File: src/rtl/pc_fetch_unit.sv
// pc_fetch_unit: program counter and fetch sequencer feeding instruction memory.
// Chooses the next fetch address from the sequential, branch, jump, call and
// return sources, with a small return-address stack and a RUN/HALTED/FAULT
// control FSM. The PC is registered, so no input reaches pccounter
// combinationally.
module pc_fetch_unit #(
  parameter int unsigned     PC_W         = 8,
  parameter int unsigned     STACK_DEPTH  = 4,
  parameter logic [PC_W-1:0] RESET_VECTOR = 8'h00
) (
  input  logic                           clock,
  input  logic                           reset,
  input  logic                           enable,
  input  logic                           halt_req,
  input  logic                           resume,
  input  logic                           branch_taken,
  input  logic [4:0]                     branch_offset,
  input  logic                           jump,
  input  logic                           call,
  input  logic                           ret,
  input  logic [PC_W-1:0]                jump_target,
  output logic [PC_W-1:0]                pccounter,
  output logic                           fetch_valid,
  output logic                           halted,
  output logic                           stack_overflow,
  output logic                           stack_underflow,
  output logic [$clog2(STACK_DEPTH):0]   stack_count
);

  localparam int unsigned IDX_W = $clog2(STACK_DEPTH);
  localparam int unsigned CNT_W = IDX_W + 1;

  localparam logic [CNT_W-1:0] DEPTH_C = CNT_W'(STACK_DEPTH);
  localparam logic [CNT_W-1:0] CNT_ONE = {{(CNT_W-1){1'b0}}, 1'b1};
  localparam logic [IDX_W-1:0] IDX_ONE = {{(IDX_W-1){1'b0}}, 1'b1};
  localparam logic [PC_W-1:0]  PC_ONE  = {{(PC_W-1){1'b0}}, 1'b1};

  // Control FSM encoding; the spare code is treated as a fault.
  localparam logic [1:0] ST_RUN    = 2'd0;
  localparam logic [1:0] ST_HALTED = 2'd1;
  localparam logic [1:0] ST_FAULT  = 2'd2;

  // Sign-extend the 5-bit branch immediate to the PC width.
  function automatic logic [PC_W-1:0] sext_offset(input logic [4:0] off);
    sext_offset = {{(PC_W-5){off[4]}}, off};
  endfunction

  // Sequential successor of an address, wrapping modulo 2^PC_W.
  function automatic logic [PC_W-1:0] pc_plus_one(input logic [PC_W-1:0] pc);
    pc_plus_one = pc + PC_ONE;
  endfunction

  logic [PC_W-1:0]  pc_q, pc_d;
  logic [1:0]       state_q, state_d;
  logic [CNT_W-1:0] cnt_q, cnt_d;
  logic             ovf_q, ovf_d;
  logic             unf_q, unf_d;

  // Return-address storage; entry k holds the k-th oldest live return address.
  logic [PC_W-1:0]  stack_q [STACK_DEPTH];

  logic             push_s;
  logic [PC_W-1:0]  push_data_s;
  logic [IDX_W-1:0] push_idx_s;
  logic [IDX_W-1:0] top_idx_s;
  logic [PC_W-1:0]  top_data_s;
  logic             stack_empty_s;
  logic             stack_full_s;

  // Stack bookkeeping derived from the occupancy counter.
  always_comb begin
    stack_empty_s = (cnt_q == {CNT_W{1'b0}});
    stack_full_s  = !(cnt_q < DEPTH_C);
    push_idx_s    = cnt_q[IDX_W-1:0];
    top_idx_s     = cnt_q[IDX_W-1:0] - IDX_ONE;
    top_data_s    = stack_q[top_idx_s];
  end

  // Next-state selection: FSM transitions and next-PC priority.
  always_comb begin
    pc_d        = pc_q;
    state_d     = state_q;
    cnt_d       = cnt_q;
    ovf_d       = ovf_q;
    unf_d       = unf_q;
    push_s      = 1'b0;
    push_data_s = pc_plus_one(pc_q);

    if (enable) begin
      case (state_q)
        ST_RUN: begin
          if (halt_req) begin
            state_d = ST_HALTED;
          end else if (ret) begin
            // A ret shadows any call in the same cycle.
            if (!stack_empty_s) begin
              pc_d  = top_data_s;
              cnt_d = cnt_q - CNT_ONE;
            end else begin
              unf_d   = 1'b1;
              state_d = ST_FAULT;
            end
          end else if (call) begin
            if (!stack_full_s) begin
              push_s = 1'b1;
              pc_d   = jump_target;
              cnt_d  = cnt_q + CNT_ONE;
            end else begin
              ovf_d   = 1'b1;
              state_d = ST_FAULT;
            end
          end else if (jump) begin
            pc_d = jump_target;
          end else if (branch_taken) begin
            pc_d = pc_q + sext_offset(branch_offset);
          end else begin
            pc_d = pc_plus_one(pc_q);
          end
        end
        ST_HALTED: begin
          // Control-flow requests are ignored while halted.
          if (resume && !halt_req) begin
            state_d = ST_RUN;
          end else begin
            state_d = ST_HALTED;
          end
        end
        ST_FAULT: begin
          state_d = ST_FAULT;
        end
        default: begin
          state_d = ST_FAULT;
        end
      endcase
    end else begin
      // Stall: every piece of state holds.
      state_d = state_q;
    end
  end

  // Control registers with synchronous reset.
  always_ff @(posedge clock) begin
    if (reset) begin
      pc_q    <= RESET_VECTOR;
      state_q <= ST_RUN;
      cnt_q   <= {CNT_W{1'b0}};
      ovf_q   <= 1'b0;
      unf_q   <= 1'b0;
    end else begin
      pc_q    <= pc_d;
      state_q <= state_d;
      cnt_q   <= cnt_d;
      ovf_q   <= ovf_d;
      unf_q   <= unf_d;
    end
  end

  // Return-address write port; contents need no reset since the counter guards reads.
  always_ff @(posedge clock) begin
    if (!reset && push_s) begin
      stack_q[push_idx_s] <= push_data_s;
    end
  end

  assign pccounter       = pc_q;
  assign fetch_valid     = (state_q == ST_RUN) && enable;
  assign halted          = (state_q == ST_HALTED);
  assign stack_overflow  = ovf_q;
  assign stack_underflow = unf_q;
  assign stack_count     = cnt_q;

endmodule

File: config.mk
export PLATFORM = sky130hd
export DESIGN_NAME = pc_fetch_unit
export DESIGN_NICKNAME = d
export VERILOG_FILES = /design/src/rtl/pc_fetch_unit.sv
export SDC_FILE = /design/constraint.sdc
export NUM_CORES = 1
export LEC_CHECK = 0
export CAP_MARGIN = 20
export CORE_MARGIN = 10
export CORE_UTILIZATION = 59
export CTS_CLUSTER_SIZE = 14
export DETAILED_ROUTE_END_ITERATION = 8
export PLACE_DENSITY = 0.89
export SLEW_MARGIN = 40
export SYNTH_ARGS = -nofsm -noshare
export SYNTH_HDL_FRONTEND = slang
export SYNTH_SLANG_ARGS = --single-unit
File: constraint.sdc
create_clock -name clock -period 6.4 [get_ports clock]
set_input_delay 1.28 -clock clock [delete_from_list [all_inputs] [get_ports clock]]
set_output_delay 1.28 -clock clock [all_outputs]
set_load 0.005 [all_outputs]
**Yosys cells after proc, flatten, opt, wreduce, memory -nomap -nowiden**

Memory sizes are Yosys's and may differ from the RTL's.
Index checks and enable logic that the tools add are counted.

- Register bits: 15
- Bits in writable memories: 32
- Output and inout port bits: 15
- Memories: 1

- Add/sub/neg operators: 5
- $lt $le $gt $ge: 1
- Equality and inequality tests: 6
- Multiplexer cells: 25
- Bitwise gates (word level): 3
- Reduce and logical (&&, ||, !) cells: 14

Memory list:

| memory | words | width | read ports | clocked after memory_dff | wr ports | RTL line | text |
|---|---|---|---|---|---|---|---|
| stack_q | 4 | 8 | 1 | 0 | 1 | 60 | `logic [PC_W-1:0] stack_q [STACK_DEPTH];` |

Operators with widths:

| kind | number |
|---|---|
| 8-bit two-way mux | 6 |
| 3-bit two-way mux | 4 |
| 4-bit inequality test (second input constant) | 3 |
| 6-bit AND reduction | 2 |
| 2-bit two-way mux | 5 |
| 5-bit AND reduction | 2 |
| 1-bit two-way mux | 9 |
| 8-bit by 1-bit adder with 8-bit output (second input constant) | 1 |
| 8-bit adder | 1 |
| 2-bit one-hot mux with 2 select lines | 1 |
| 4-bit AND reduction | 1 |
| 2-bit nonzero test | 2 |
| 3-bit by 1-bit adder with 3-bit output (second input constant) | 1 |
| 1-bit logical AND | 3 |
| 3-bit logical NOT | 1 |
| 3-bit < comparator (second input constant) | 1 |
| 3-bit by 1-bit inequality test with 1-bit output (second input constant) | 1 |
| 1-bit NOT | 3 |
| 3-bit by 1-bit subtractor with 3-bit output (second input constant) | 1 |
| 2-bit by 1-bit equality test with 1-bit output (second input constant) | 1 |
| 1-bit logical NOT | 2 |
| 2-bit logical NOT | 1 |
| 2-bit inequality test (second input constant) | 1 |
| 2-bit by 1-bit subtractor with 2-bit output (second input constant) | 1 |

**Depth between registers and ports, before layout**

Gate-level depths: netlist (run 1).

- Depth after elaboration: 10
- Gate-level depth with buffers: 9
- Depth with buffers taken out: 9

**Worst setup path before layout (run 1)**

OpenSTA, ideal clock, no wires.

- Kind: input to register
- Start: input branch_offset[0]
- End: register pc_q[6], in the netlist pccounter[6]
- Arrival: 2.650 ns
- Required time: 6.285 ns
- Slack: 3.635 ns
- Stages: 9
- Path buffers: 0
- Cell sequence: ha_1 inv_1 fa_1 nor2b_1 o31a_1 o22ai_1 xor2_1 nand4_1 a31o_1

- Word-level cells in the longest chain between the ends: 5

RTL lines:

| element | RTL line | text |
|---|---|---|
| from (decl) | 17 | `input logic [4:0] branch_offset,` |
| 8-bit adder | 115 | `pc_d = pc_q + sext_offset(branch_offset);` |
| 8-bit two-way mux | 114 | `end else if (branch_taken) begin` |
| 8-bit two-way mux | 112 | `end else if (jump) begin` |
| 8-bit two-way mux | 103 | `end else if (call) begin` |
| 8-bit two-way mux | 94 | `end else if (ret) begin` |
| to (signal assigned) | 150 | `pc_q <= pc_d;` |
| to (decl) | 53 | `logic [PC_W-1:0] pc_q, pc_d;` |

No other way between the ends.
A chain may end at the register's enable or synchronous reset.

**Final worst setup path (run 1)**

- Start: input enable
- End: output fetch_valid

- Word-level cells in the longest chain between the ends: 1

RTL lines:

| element | RTL line | text |
|---|---|---|
| from (decl) | 13 | `input logic enable,` |
| 1-bit logical AND | 166 | `assign fetch_valid = (state_q == ST_RUN) && enable;` |
| to (decl) | 23 | `output logic fetch_valid,` |

No other way between the ends.

==> results of run 1 <==
cell usage in the layout (no fill, tap or decap), drive strengths merged, types with 5 or more instances in the layout:
cell type and count:
xnor2 7, inv 12, clkbuf 5, edfxtp 32, clkdlybuf4s50 36, dfxtp 15
nand2 9, a211oi 13, a21oi 8, nand3 8, and2 5, mux4 8
nor2 22, o21ai 13, ha 13
sequential cells by signal (all words and copies together) (netlist names):
signal,count
state_q,2
stack_underflow,1
stack_count,3
stack_overflow,1
pccounter,8
stack_q,32
power by group through the flow:
stage / clock (mW) / combinational [mW] / sequential (mW)
after floorplan: 0 / 0.0732 / 0.346
after global placement: 0 / 0.111 / 0.349
after detailed placement: 0 / 0.114 / 0.349
after CTS: 0.269 / 0.116 / 0.342
after global routing: 0.282 / 0.126 / 0.344
final: 0.268 / 0.116 / 0.343
final timing paths:
kind,cells after the start,start,endpoint
worst min register to register,2,stack_underflow,stack_underflow
worst max-delay path,4,enable,fetch_valid
worst max register to register,7,stack_count[0],pccounter[7]
worst min-delay path,2,stack_underflow,stack_underflow
kinds of logic (layout without fill, tap and decap cells):
group,Yosys count,count (layout),synth area share (%)
compound gates,54,54,14.0
xor+xnor,11,11,3.68
fa+ha+maj,15,15,7.74
buf+inv,19,55,3.15
flops,47,47,48.2
mux,10,10,8.50
simple gates,67,67,14.7
per-stage QoR:
step | power [mW] | instance area, um^2 | instances
2_1_floorplan | 0.419 | 2620 | 223
3_3_place_gp | 0.460 | 3000 | 303
3_5_place_dp | 0.464 | 3000 | 303
4_1_cts | 0.728 | 3140 | 311
5_1_grt | 0.752 | 3150 | 311
6_report | 0.727 | 3150 | 311
worst min-delay path: stages (launching register included):
cell,delay (ps)
dfxtp_1,330
a21oi_1,40
nor2_1,70
metal layers:
metal,wire length [um],up-vias,global-route usage (%)
met2,3030,50,27.4
met1,2510,904,18.1
met3,367,10,4.50
met5,0,-,0
li1,-,924,-
met4,91,0,6.48
layout make-up:
class                      instances  area share (%)
multi-input combinational        157            40.6
inverter                          11            1.31
timing repair buffer              36            11.5
tap                               52            2.07
clock inverter                     3            2.27
sequential                        47            40.1
clock buffer                       5            2.19
==> results.yml, run 1 <==
status:
  outcome: "complete, no violations"
cts:
  post_cts_buffers: 0
  cts_tree: "built"
  numCtsBuffers: 5
  cts_max_path_buffers: 2
  worstSkewPairLatency_ps: 310
  clock-root-buffer: "clkbuf_8"
  h-tree-depth: 2
  cts_sinks: 47
  ctsHoldBuffers: 0
  clk_pin_slew_ps: 90
  cts_resized: 0
placement:
  dp_slack_ps: 2610
  place_congestion: 0.850
  post-dp-hpwl_um: 4450
  port_buffers: 36
finish:
  register_area_um2: 1260
  area_growth_pct: 20.1
  multiInputGateArea_um2: 1280
  diodes: 0
  drive_gt1_share_pct: 9.27
  nFillCells: 305
  final_core_util_pct: 72.7
  fin_nets: 295
sta:
  rsz0062_at_grt: "no"
  hold_violations: 0
  slew_viol_final: 0
  hold_ws_ps: 479
  period_needed_ps: 3780
  setup_tns_ps: 0
  worst_clock_skew_ps: 7.09
  slew_headroom_pct: 54.2
  finalCritPeriodShare_pct: 59.0
  setup_viol: 0
  fmaxAchievable_mhz: 265
  setup_ws_ps: 2620
  worst_slew_pin_slew_ps: 685
detailed_routing:
  via_per_inst: 6.07
  wl_um: 5990
  drcViolationCount: 0
  post_drt_wl_per_cell_um: 19.3
  drt_iter0_drc: 151
  dr.pass1.iters: 4
  ant_nets: 0
  vias: 1888
setup_path:
  crit_family: "buffers and inverters"
  crit_fanout: 3
  worst_path_max_delay_cell: "clkdlybuf4s50_1"
  cp-start-kind: "input port"
  critical_path.max_stage_delay_ps: 510
  crit_arrival_ps: 2500
  cp.required_ps: 5120
  r2r_slack_ps: 3790
  crit_type: "input port to output pin"
  end_kind: "output pin"
  worstPathCellList: "clkdlybuf4s50_1 > nand2b_1 > nor2_2 > clkdlybuf4s50_1"
  cp_common_cell: "clkdlybuf4s50_1"
  critPathBufInv: 2
yosys:
  syn-instance-count: 223
  ys_async_sr_fraction_pct: 0
  synth_edf_count: 32
  synth_top_cell_by_area: "edfxtp_1"
  synth_most_common_cell: "edfxtp_1"
  syn_area_um2: 2620
  yosys.cell_types.count: 54
  synthFlopType: "edfxtp_1"
  yosysWarnings: 0
  synth_top_area_share_pct: 36.7
  syn_area_per_cell_um2: 11.7
  syn-num-nets: 260
  ys_seq_elements: 47
  yosys-top-cells-area: "edfxtp_1 (37%), dfxtp_1 (11%), ha_1 (6.2%)"
  yosys-top-cells-count: "edfxtp_1 (32), nor2_1 (19), dfxtp_1 (15)"
  seq_area_frac_synth_pct: 48.2
pwr:
  p_leak_nw: 1.12
  pwr-share-clk_pct: 36.9
  p_sw_mw: 0.179
  p_sw_share_pct: 24.7
  power.internal_mw: 0.547
  pwr-share-comb_pct: 16.0
  power.density_nw_per_um2: 231
  ir_worst_vdd_mv: 0.182
  p_seq_share_pct: 47.1
global_routing:
  grt_usage_pct: 16.0
  grt_pass1_wl_um: 9510
  grt_overflow: 0
  grt_max_degree: 21
  grt_antenna_before_repair: 0
  grt_pass1_vias: 1986
floorplanning:
  core_area_um2: 4320
  die-area_um2: 7500
  die_h_um: 86.6
  io_pins: 37
  dieWidth_um: 86.6
  row_count: 24
  start_util_pct: 60.6
hold_path:
  hold_class: "register to register"
flow_run:
  maxCapViolations: 0
(Power assumes the default switching activity.)
==> run 2, diff against run 1 <==
- CORE_UTILIZATION: 59 -> 49
- PLACE_DENSITY: 0.89 -> 0.8
- clock period: 6.4 -> 3.35 ns (I/O delays scaled with it)
==> run 2 against run 1 <==
Compared with the run above: via count increased by 1.4%; total power increased by 68%; sequential power increased by 90%; global-route usage shrank 2.6 points; largest power group unchanged; sequential share of layout area about the same; worst hold slack better by 9.8 ps.
==> results.yml, run 2 (synthesized netlist as in run 1, its figures left out) <==
cts:
  cts_resized: 0
  numCtsBuffers: 5
  worstSkewPairLatency_ps: 300
  cts_max_path_buffers: 2
  post_cts_buffers: 0
  cts_tree: "built"
  h-tree-depth: 2
  ctsHoldBuffers: 0
  cts_sinks: 47
  clock-root-buffer: "clkbuf_8"
  clk_pin_slew_ps: 80
floorplanning:
  dieWidth_um: 93.1
  start_util_pct: 50.9
  die-area_um2: 8670
  io_pins: 37
  die_h_um: 93.1
  row_count: 26
  core_area_um2: 5140
sta:
  slew_viol_final: 0
  hold_ws_ps: 489
  setup_viol: 0
  rsz0062_at_grt: "no"
  hold_violations: 0
  slew_headroom_pct: 67.3
  finalCritPeriodShare_pct: 76.3
  worst_slew_pin_slew_ps: 487
  period_needed_ps: 2560
  worst_clock_skew_ps: 5.64
  fmaxAchievable_mhz: 391
  setup_tns_ps: 0
finish:
  diodes: 0
  mostFrequentLayoutCells: "clkdlybuf4s50_1 (36), edfxtp_1 (32), nor2_1 (19)"
  layout_commonest_cell: "clkdlybuf4s50_1"
  fin_nets: 299
  regMostFlops: "stack_q"
  area_growth_pct: 20.1
  largest_reg_flops: 32
  drive_gt1_share_pct: 9.89
pwr:
  ir_worst_vdd_mv: 0.319
  p_sw_share_pct: 26.7
  pwr-share-comb_pct: 18.5
  power.internal_mw: 0.895
  p_seq_share_pct: 53.3
  p_leak_nw: 1.11
  pwr-share-clk_pct: 28.3
  p_sw_mw: 0.326
  power.density_nw_per_um2: 388
setup_path:
  cp-start-kind: "input port"
  cp_common_cell: "clkdlybuf4s50_1"
  end_kind: "output pin"
  crit_type: "input port to output pin"
  worst_path_max_delay_cell: "clkdlybuf4s50_1"
  crit_fanout: 3
  worstPathCellList: "clkdlybuf4s50_1 > nand2b_1 > nor2_2 > clkdlybuf4s50_1"
  cp.required_ps: 2680
  r2r_slack_ps: 1130
  critical_path.max_stage_delay_ps: 510
  crit_arrival_ps: 1890
detailed_routing:
  via_per_inst: 5.75
  drcViolationCount: 0
  drt_iter0_drc: 109
  post_drt_wl_per_cell_um: 17.1
  dr.pass1.iters: 4
  vias: 1914
  ant_nets: 0
  wl_um: 5700
global_routing:
  grt_antenna_before_repair: 0
  grt_pass1_wl_um: 9240
  grt_pass1_vias: 1860
  grt_overflow: 0
  grt_max_degree: 16
  grt_usage_pct: 13.3
placement:
  port_buffers: 36
  place_congestion: 0.832
  post-dp-hpwl_um: 4240
flow_run:
  maxCapViolations: 0
status:
  outcome: "complete, no violations"
hold_path:
  hold_class: "register to register"
[run 2: cell types whose count changed in the layout (fill, tap and decap cells not counted), sizes merged]
cell | before | now
clkbuf | 5 | 6
bufinv | 2 | 0
buf | 0 | 4
clkinvlp | 0 | 1
[run 2: critical path, delay by kind of cell]
| kind | cells | cell delay (ps) |
|---|---|---|
| simple gates | 2 | 200 |
| buf+inv | 2 | 1010 |
[run 2: worst paths after layout]
path	startpoint	endpoint	cells past startpoint
min reg2reg	stack_underflow	stack_underflow	2
max reg2reg	stack_count[0]	pccounter[7]	8
min	stack_underflow	stack_underflow	2
max	enable	fetch_valid	4
[run 2: area by class of cell]
| type | count | area, um^2 |
|---|---|---|
| clock buffers | 6 | 72.6 |
| well taps | 70 | 87.6 |
| multi-input cells | 157 | 1270 |
| fillers | 435 | 2000 |
| inverters | 11 | 41.3 |
| flip-flops and latches | 47 | 1260 |
| repair buffers | 40 | 390 |
| clock inverters | 2 | 16.3 |
[run 2: power groups by stage]
stage | clock network (mW) | logic (mW) | registers [mW]
2_1_floorplan | 0 | 0.140 | 0.661
3_3_place_gp | 0 | 0.222 | 0.663
3_5_place_dp | 0 | 0.224 | 0.663
4_1_cts | 0.353 | 0.227 | 0.650
5_1_grt | 0.376 | 0.249 | 0.652
6_report | 0.345 | 0.225 | 0.650
[run 2: per-layer routing]
metal	vias up	track usage [%]	share of wire [%]	wire, um
met4	0	5.01	1.1	65
li1	932	-	-	-
met1	922	16.0	42	2390
met5	-	0	0	0
met3	6	3.28	6.5	369
met2	54	22.5	50	2880
[run 2: per-stage QoR]
stage          power [mW]  area [um^2]  util, %  setup WS (ps)  instances
2_1_floorplan       0.801         2620        -           1190        223
3_5_place_dp        0.888         3060     59.4            530        325
6_report             1.22         3140     61.2            793        333
4_1_cts              1.23         3140     61.2            793        333
5_1_grt              1.28         3140     61.2            750        333
3_3_place_gp        0.885         3060     59.4            613        325
